[config.mk]
export PLATFORM = sky130hd
export DESIGN_NAME = video_timing_gen_flat
export DESIGN_NICKNAME = d
export VERILOG_FILES = /design/src/rtl/video_timing_gen_if.sv /design/src/rtl/video_timing_gen.sv /design/src/flat_wrapper.sv
export SDC_FILE = /design/constraint.sdc
export NUM_CORES = 1
export LEC_CHECK = 0
export CORE_MARGIN = 1
export CORE_UTILIZATION = 50
export CTS_CLUSTER_DIAMETER = 30
export DETAILED_ROUTE_END_ITERATION = 6
export GPL_ROUTABILITY_DRIVEN = 0
export PLACE_DENSITY_LB_ADDON = 0.1
export SETUP_SLACK_MARGIN = 0.2
export SLEW_MARGIN = 20
export SYNTH_ARGS = -nofsm -noshare
export SYNTH_HDL_FRONTEND = slang
export SYNTH_SLANG_ARGS = --single-unit
[constraint.sdc]
create_clock -name clk -period 2.9 [get_ports clk]
set_input_delay 0.29 -clock clk [delete_from_list [all_inputs] [get_ports clk]]
set_output_delay 0.29 -clock clk [all_outputs]
set_load 0.03 [all_outputs]
[src/rtl/video_timing_gen_if.sv]
// video_timing_gen_if: pixel-coordinate -> colour bus between the timing generator and graphics/encoder side
//   master (timing generator): drives pos_x, pos_y, active, frame_start, vid_rgb, vid_de, vid_hsync, vid_vsync; samples rgb_in
//   slave  (graphics + TMDS front end): supplies rgb_in combinationally from pos_x/pos_y, consumes vid_*
interface video_timing_gen_if;
  logic [9:0]  pos_x;
  logic [9:0]  pos_y;
  logic        active;
  logic        frame_start;
  logic [23:0] rgb_in;
  logic [23:0] vid_rgb;
  logic        vid_de;
  logic        vid_hsync;
  logic        vid_vsync;
  modport master (
    output pos_x, pos_y, active, frame_start, vid_rgb, vid_de, vid_hsync, vid_vsync,
    input  rgb_in
  );
  modport slave (
    input  pos_x, pos_y, active, frame_start, vid_rgb, vid_de, vid_hsync, vid_vsync,
    output rgb_in
  );
endinterface

[src/rtl/video_timing_gen.sv]
// video_timing_gen: 640x480@60 raster timing, pixel coordinates out, colour re-registered with de/hsync/vsync
//   clk, rst_n (async active-low), enable (counters and both stages advance only when high)
//   vid (video_timing_gen_if.master): pos_x/pos_y/active/frame_start (stage 0), rgb_in (comb. colour back),
//     vid_rgb/vid_de/vid_hsync/vid_vsync (stage 1, one clock after pos)
//   VIDEO_TIMING_TEST_PATTERN_EN: adds test_mode input selecting 8 vertical colour bars instead of rgb_in
module video_timing_gen #(
  parameter int H_ACTIVE = 640,
  parameter int H_FP     = 16,
  parameter int H_SYNC   = 96,
  parameter int H_BP     = 48,
  parameter int V_ACTIVE = 480,
  parameter int V_FP     = 10,
  parameter int V_SYNC   = 2,
  parameter int V_BP     = 33,
  parameter bit SYNC_POL = 1'b0
) (
  input logic clk,
  input logic rst_n,
  input logic enable,
`ifdef VIDEO_TIMING_TEST_PATTERN_EN
  input logic test_mode,
`endif
  video_timing_gen_if.master vid
);
  localparam int H_TOTAL = H_ACTIVE + H_FP + H_SYNC + H_BP;
  localparam int V_TOTAL = V_ACTIVE + V_FP + V_SYNC + V_BP;
  if (H_TOTAL > 1024 || V_TOTAL > 1024) begin : g_size_check
    $error("video_timing_gen: H_TOTAL and V_TOTAL must fit 10-bit counters");
  end
  typedef enum logic [1:0] {ACT, FP, SYN, BP} phase_t;
  logic [9:0]  h_cnt, v_cnt, h_nxt, v_nxt;
  phase_t      h_st, h_st_nxt, v_st, v_st_nxt;
  logic        h_wrap, v_wrap, vis, hs_raw, vs_raw;
  logic [23:0] pix;
  // The phase registers always describe the current h_cnt/v_cnt; each
  // transition fires on the last count of its phase. Vertical phases move
  // only on the horizontal wrap edge, so the 799/524 corner wraps both at once.
  always_comb begin
    h_wrap = h_cnt == 10'(H_TOTAL - 1);
    v_wrap = v_cnt == 10'(V_TOTAL - 1);
    h_nxt = h_wrap ? 10'd0 : h_cnt + 10'd1;
    v_nxt = h_wrap ? (v_wrap ? 10'd0 : v_cnt + 10'd1) : v_cnt;
    vis = h_st == ACT && v_st == ACT;
    h_st_nxt = h_st;
    case (h_st)
      ACT: h_st_nxt = h_cnt == 10'(H_ACTIVE - 1) ? FP : ACT;
      FP:  h_st_nxt = h_cnt == 10'(H_ACTIVE + H_FP - 1) ? SYN : FP;
      SYN: h_st_nxt = h_cnt == 10'(H_ACTIVE + H_FP + H_SYNC - 1) ? BP : SYN;
      BP:  h_st_nxt = h_wrap ? ACT : BP;
      default: h_st_nxt = ACT;
    endcase
    v_st_nxt = v_st;
    if (h_wrap)
      case (v_st)
        ACT: v_st_nxt = v_cnt == 10'(V_ACTIVE - 1) ? FP : ACT;
        FP:  v_st_nxt = v_cnt == 10'(V_ACTIVE + V_FP - 1) ? SYN : FP;
        SYN: v_st_nxt = v_cnt == 10'(V_ACTIVE + V_FP + V_SYNC - 1) ? BP : SYN;
        BP:  v_st_nxt = v_wrap ? ACT : BP;
        default: v_st_nxt = ACT;
      endcase
  end
`ifdef VIDEO_TIMING_TEST_PATTERN_EN
  logic [2:0] bar;
  // Bars in order white, yellow, cyan, green, magenta, red, blue, black:
  // red is off for bars 2,3,6,7, green for 4..7, blue for odd bars.
  always_comb begin
    bar = 3'(vid.pos_x / 10'd80);
    pix = test_mode ? {{8{~bar[1]}}, {8{~bar[2]}}, {8{~bar[0]}}} : vid.rgb_in;
  end
`else
  assign pix = vid.rgb_in;
`endif
  always_ff @(posedge clk or negedge rst_n) begin
    if (!rst_n) begin
      h_cnt <= '0;
      v_cnt <= '0;
      h_st <= ACT;
      v_st <= ACT;
      vid.pos_x <= '0;
      vid.pos_y <= '0;
      vid.active <= 1'b0;
      vid.frame_start <= 1'b0;
      hs_raw <= 1'b0;
      vs_raw <= 1'b0;
    end else if (enable) begin
      h_cnt <= h_nxt;
      v_cnt <= v_nxt;
      h_st <= h_st_nxt;
      v_st <= v_st_nxt;
      vid.pos_x <= vis ? h_cnt : 10'd0;
      vid.pos_y <= vis ? v_cnt : 10'd0;
      vid.active <= vis;
      vid.frame_start <= h_cnt == 10'd0 && v_cnt == 10'd0;
      hs_raw <= h_st == SYN;
      vs_raw <= v_st == SYN;
    end
  end
  always_ff @(posedge clk or negedge rst_n) begin
    if (!rst_n) begin
      vid.vid_rgb <= '0;
      vid.vid_de <= 1'b0;
      vid.vid_hsync <= !SYNC_POL;
      vid.vid_vsync <= !SYNC_POL;
    end else if (enable) begin
      vid.vid_rgb <= vid.active ? pix : 24'h0;
      vid.vid_de <= vid.active;
      vid.vid_hsync <= hs_raw ? SYNC_POL : !SYNC_POL;
      vid.vid_vsync <= vs_raw ? SYNC_POL : !SYNC_POL;
    end
  end
endmodule

[src/flat_wrapper.sv]
// flat-port wrapper written by rule: the top's interface ports become plain ports
module video_timing_gen_flat 
#(
  parameter int H_ACTIVE = 640,
  parameter int H_FP     = 16,
  parameter int H_SYNC   = 96,
  parameter int H_BP     = 48,
  parameter int V_ACTIVE = 480,
  parameter int V_FP     = 10,
  parameter int V_SYNC   = 2,
  parameter int V_BP     = 33,
  parameter bit SYNC_POL = 1'b0
)
  (clk, rst_n, enable, vid_pos_x, vid_pos_y, vid_active, vid_frame_start, vid_vid_rgb, vid_vid_de, vid_vid_hsync, vid_vid_vsync, vid_rgb_in);
  video_timing_gen_if vid_i ();
  input logic clk;
  input logic rst_n;
  input logic enable;
  output wire logic [$bits(vid_i.pos_x)-1:0] vid_pos_x;
  output wire logic [$bits(vid_i.pos_y)-1:0] vid_pos_y;
  output wire logic [$bits(vid_i.active)-1:0] vid_active;
  output wire logic [$bits(vid_i.frame_start)-1:0] vid_frame_start;
  output wire logic [$bits(vid_i.vid_rgb)-1:0] vid_vid_rgb;
  output wire logic [$bits(vid_i.vid_de)-1:0] vid_vid_de;
  output wire logic [$bits(vid_i.vid_hsync)-1:0] vid_vid_hsync;
  output wire logic [$bits(vid_i.vid_vsync)-1:0] vid_vid_vsync;
  input wire logic [$bits(vid_i.rgb_in)-1:0] vid_rgb_in;
  assign vid_pos_x = vid_i.pos_x;
  assign vid_pos_y = vid_i.pos_y;
  assign vid_active = vid_i.active;
  assign vid_frame_start = vid_i.frame_start;
  assign vid_vid_rgb = vid_i.vid_rgb;
  assign vid_vid_de = vid_i.vid_de;
  assign vid_vid_hsync = vid_i.vid_hsync;
  assign vid_vid_vsync = vid_i.vid_vsync;
  assign vid_i.rgb_in = vid_rgb_in;
  video_timing_gen #(.H_ACTIVE(H_ACTIVE), .H_FP(H_FP), .H_SYNC(H_SYNC), .H_BP(H_BP), .V_ACTIVE(V_ACTIVE), .V_FP(V_FP), .V_SYNC(V_SYNC), .V_BP(V_BP), .SYNC_POL(SYNC_POL)) u_core (.clk(clk), .rst_n(rst_n), .enable(enable), .vid(vid_i));
endmodule
==> Word level (Yosys, flattened, before mapping) <==
Index checks and enable logic that the tools add are counted.
{ "classes": {"n_reduce_logical": 7, "muxes": 17, "n_eq_ne": 14, "addsub": 2} }
{ "op_table": {"columns": ["cell", "n"], "rows": [
  ["$eq A10 B10 Y1 const B", 5],
  ["$mux W10", 4],
  ["$eq A10 B9 Y1 const B", 3],
  ["$mux W24", 1],
  ["$add A10 B1 Y10 const B", 2],
  ["$logic_not A10 Y1", 2],
  ["$pmux W2 S4", 2],
  ["$eq A2 B2 Y1 const B", 4],
  ["$mux W2", 4],
  ["$mux W1", 6],
  ["$eq A2 B1 Y1 const B", 2],
  ["$logic_not A2 Y1", 2],
  ["$logic_and A1 B1 Y1", 2],
  ["$reduce_and A2 Y1", 1]
]} }
{ "totals": {"inputBits": 27, "word_cells": 54, "out_inout_bits": 49, "register_bits": 75} }

==> Longest topological paths before layout <==
{ "depth": {"depth_word": 3, "depth_mapped": 7, "ltp_nobuf": 6} }

==> Least setup slack after synthesis <==
No wires, ideal clock.
{ "synth_path": {"kind": "reg2reg", "startpoint": "register u_core.h_cnt[7]", "endpoint": "register u_core.v_cnt[9]", "setup_time_ns": 0.073, "required_time_ns": 2.827, "synth_period_minus_slack_ns": 2.151, "arrival_time_ns": 2.078, "path_buffers": 2, "path_stages_with_launch": 7, "path_slack_ns": 0.749, "cell_sequence": "dfrtp_1 > buf_6 > or4b_1 > buf_2 > or3_4 > or4_4 > a21oi_2"} }
{ "synth_via": {"elab_chain_cells": 2} }
{ "synth_rtl": {"columns": ["element", "line", "text"], "rows": [
  ["from (decl)", "video_timing_gen.sv:31", "logic [9:0] h_cnt, v_cnt, h_nxt, v_nxt;"],
  ["from (signal assigned)", "video_timing_gen.sv:86", "h_cnt <= h_nxt;"],
  ["$eq A10 B10 Y1", "video_timing_gen.sv:39", "h_wrap = h_cnt == 10'(H_TOTAL - 1);"],
  ["$reduce_and A2 Y1 (no source line)", null, null],
  ["to (signal assigned)", "video_timing_gen.sv:87", "v_cnt <= v_nxt;"],
  ["to (decl)", "video_timing_gen.sv:31", null]
]} }
Every way passes these cells.
A chain may end at the register's enable or synchronous reset.

==> Worst setup path in the final report <==
{ "layout_path": {"startpoint": "register u_core.h_cnt[5]", "endpoint": "register u_core.v_cnt[9]"} }
Same word-level chain as after synthesis.

==> results by group <==
CTS
  • Clk_lat worst skew: 0.34 ns
  • Cts repair resizes: 0
  • TritonCTS buffer count: 9
  • Post-CTS Setup Bufs: 0
  • CTS tree: done
  • H-tree Lvls: 3
  • Clock sinks: 75
  • CTS Hold Bufs: 0
  • Clk buf depth: 2
  • Root buffer cell: clkbuf_8
  • Clock transition at path regs: roughly 0.070 ns

Global routing
  • Number of global-route vias before repair: ~2600
  • First-pass GRT wire length: 12400 µm
  • Gr usage total: 22.5%
  • Initial antenna violation count: 0
  • Gr ovfl total: 0
  • Largest net degree at the start of global routing: 76

Route
  • DR iter-0 viols: 167
  • Total Wirelength: 7110 µm
  • Met3 Wirelength: 471 µm
  • Vias per cell: around 5.5
  • DRC Markers: 0
  • DR top layer: met4
  • Drt pass-1 iters: 4
  • Antenna viol nets, final: 0
  • Vias: roughly 2600
  • DR WL/cell: 15.2 µm
  • Met2 wire len: 3190 µm
  • M1 WL: 3310 µm

Synthesis
  • Seq/Total Area, Yosys: 56.2%
  • Post-synth top cells: dfrtp_1 (73), o21ai_0 (35), nand3_1 (33), inv_1 (32), a22o_1 (19)
  • Post-Syn Area: between 3000 and 4000 µm²
  • Synthesized netlist net count: 350
  • Synthesized instance count: 318
  • Synth top area share: 54.6%
  • Post-synth EDFFs: 0
  • Yosys top cell by area: dfrtp_1
  • Number of synthesized register bits: between 70 and 80
  • Synth unique cells: 49
  • Dominant synthesized flop cell: dfrtp_1
  • Asr flop ratio synth: 100%
  • Count leader, synth: dfrtp_1
  • Yosys warnings: 0
  • Ranking of synthesized cells by area: dfrtp_1 (55%), o21ai_0 (5.2%), a22o_1 (5.0%)
  • Syn avg cell area: 10.5 µm²

Final layout
  • Area grow syn2layout: 28.8%
  • Sequential cell area: 1880 µm²
  • Ant diodes: 0
  • Nets: about 420
  • Fraction of layout cells with a size suffix above 1: 8.42%
  • Final Util: ~67%
  • Filler Cells Inserted: 508
  • Area occupied by multi-input gates: between 1000 and 1500 µm²

Timing
  • Min Tclk post-route: 2.32 ns
  • RSZ-0062 raised after global routing: no
  • Fmax: 432 MHz
  • Setup TNS Final: 0 ns
  • Tcrit/Tclk final: 79.9%
  • Skew final: 0.00660 ns
  • Worst-Margin Slew: ~0.90 ns
  • # setup viols final: 0
  • Slew Viols, Final: 0
  • Worst slew margin: 40.2%
  • Final Hold Viols: 0

Placed design
  • Port bufs: 75
  • Hpwl dp: between 4000 and 5000 µm

Critical path
  • WP data required: ~3.2 ns
  • Startpoint Class: flop
  • CP max FO: 11
  • Crit end category: flop
  • Worst Setup Path Type: flop to flop
  • Worst EP arrival: 2.59 ns

Floorplan
  • Initial Utilization: 52.4%
  • # rows: 29
  • # IOs: 76
  • Die X: 83.8 µm
  • Area of the die: 7020 µm²
  • Die Y: 83.8 µm
  • Core area: approximately 6400 µm²

Job
  • Max Cap Viol: 0

Power
  • Power Density: a little over 600 nW/µm²
  • Cell leakage power: 1.89 nW
  • VDD IR max: 493 µV

Status
  • Status: finished, final reports clean

Worst hold path
  • Class of the worst hold path: input port to asynchronous set/reset pin
[state kept, by name (all words and copies together) (netlist names), 2 cells and up]
| register | flops |
|---|---|
| u_core.vid.pos_x | 10 |
| u_core.vid.vid_rgb | 24 |
| u_core.v_cnt | 10 |
| u_core.vid.pos_y | 10 |
| u_core.h_cnt | 10 |
| u_core.h_st | 2 |
| u_core.v_st | 2 |
[placed cells by master (no fill, tap or decap), drive strengths merged, types with 6 or more instances in the layout]
cell type / instances
a22o: 20
buf: 7
clkbuf: 13
clkdlybuf4s50: 73
dfrtp: 73
inv: 32
nand2: 9
nand3: 33
nand4: 9
nor2: 8
nor4: 6
o21ai: 35
xnor2: 7
[metal layers]
layer  GRT usage, %  up-vias
met5              0        -
met4           9.24        0
met3           6.73       11
met2           33.0       80
met1           31.1     1240
li1               -     1262
[where the power goes]
group	internal, mW	switching, mW
registers	1.16	0.126
logic	0.252	0.309
clock network	0.419	0.358
total	1.83	0.793
[metrics by stage]
step / std cells / setup WS, ns / hold slack, ns / total power, mW / area, µm²
3_3_place_gp: 453 / 0.639 / 0.476 / 1.85 / 4120
6_report: 469 / 0.583 / 0.0704 / 2.62 / 4310
5_1_grt: 469 / 0.431 / 0.163 / 2.75 / 4310
2_1_floorplan: 318 / 0.749 / -0.00559 / 1.60 / 3340
3_5_place_dp: 453 / 0.613 / 0.474 / 1.86 / 4120
4_1_cts: 469 / 0.542 / 0.109 / 2.64 / 4310
[final cells by class]
cell class	count	area share [%]
Multi-Input combinational cell	187	28.6
Timing Repair Buffer	80	18.1
Clock buffer	13	3.46
Inverter	34	2.96
Clock inverter	3	0.930
Sequential cell	75	43.6
Tap cell	77	2.24
[cells by family (layout without fill, tap and decap cells)]
kind of cell,count (synthesis),after routing,share of synthesized area [%]
adders and majority gates,5,5,1.87
xor gates and xnor gates,12,12,3.14
AOI/OAI and AO/OA,71,71,14.0
DFF,75,75,56.2
muxes,5,5,1.65
buffers and inverters,56,130,6.89
and+or+nand+nor,94,94,16.2
[path summary, 6_finish.rpt]
kind,startpoint,to,slack (ns),cells past startpoint
setup reg to reg,u_core.h_cnt[5],u_core.v_cnt[9],0.58,4
hold reg to reg,u_core.vid.frame_start,u_core.vid.frame_start,0.49,1
max in group asynchronous,rst_n,u_core.vid.vid_rgb[21],2.25,1
hold / removal,rst_n,u_core.vid.pos_y[8],0.07,1
min in group clk,enable,u_core.h_cnt[0],0.39,3
setup / recovery,u_core.h_cnt[5],u_core.v_cnt[9],0.58,4
[critical path: stages (launching register included)]
cell     delay [ns]
dfrtp_1        0.45
or4b_1         0.65
or3_4          0.48
or4_4          0.53
a21oi_2        0.13
No activity file was read; power rests on OpenSTA's default activity.
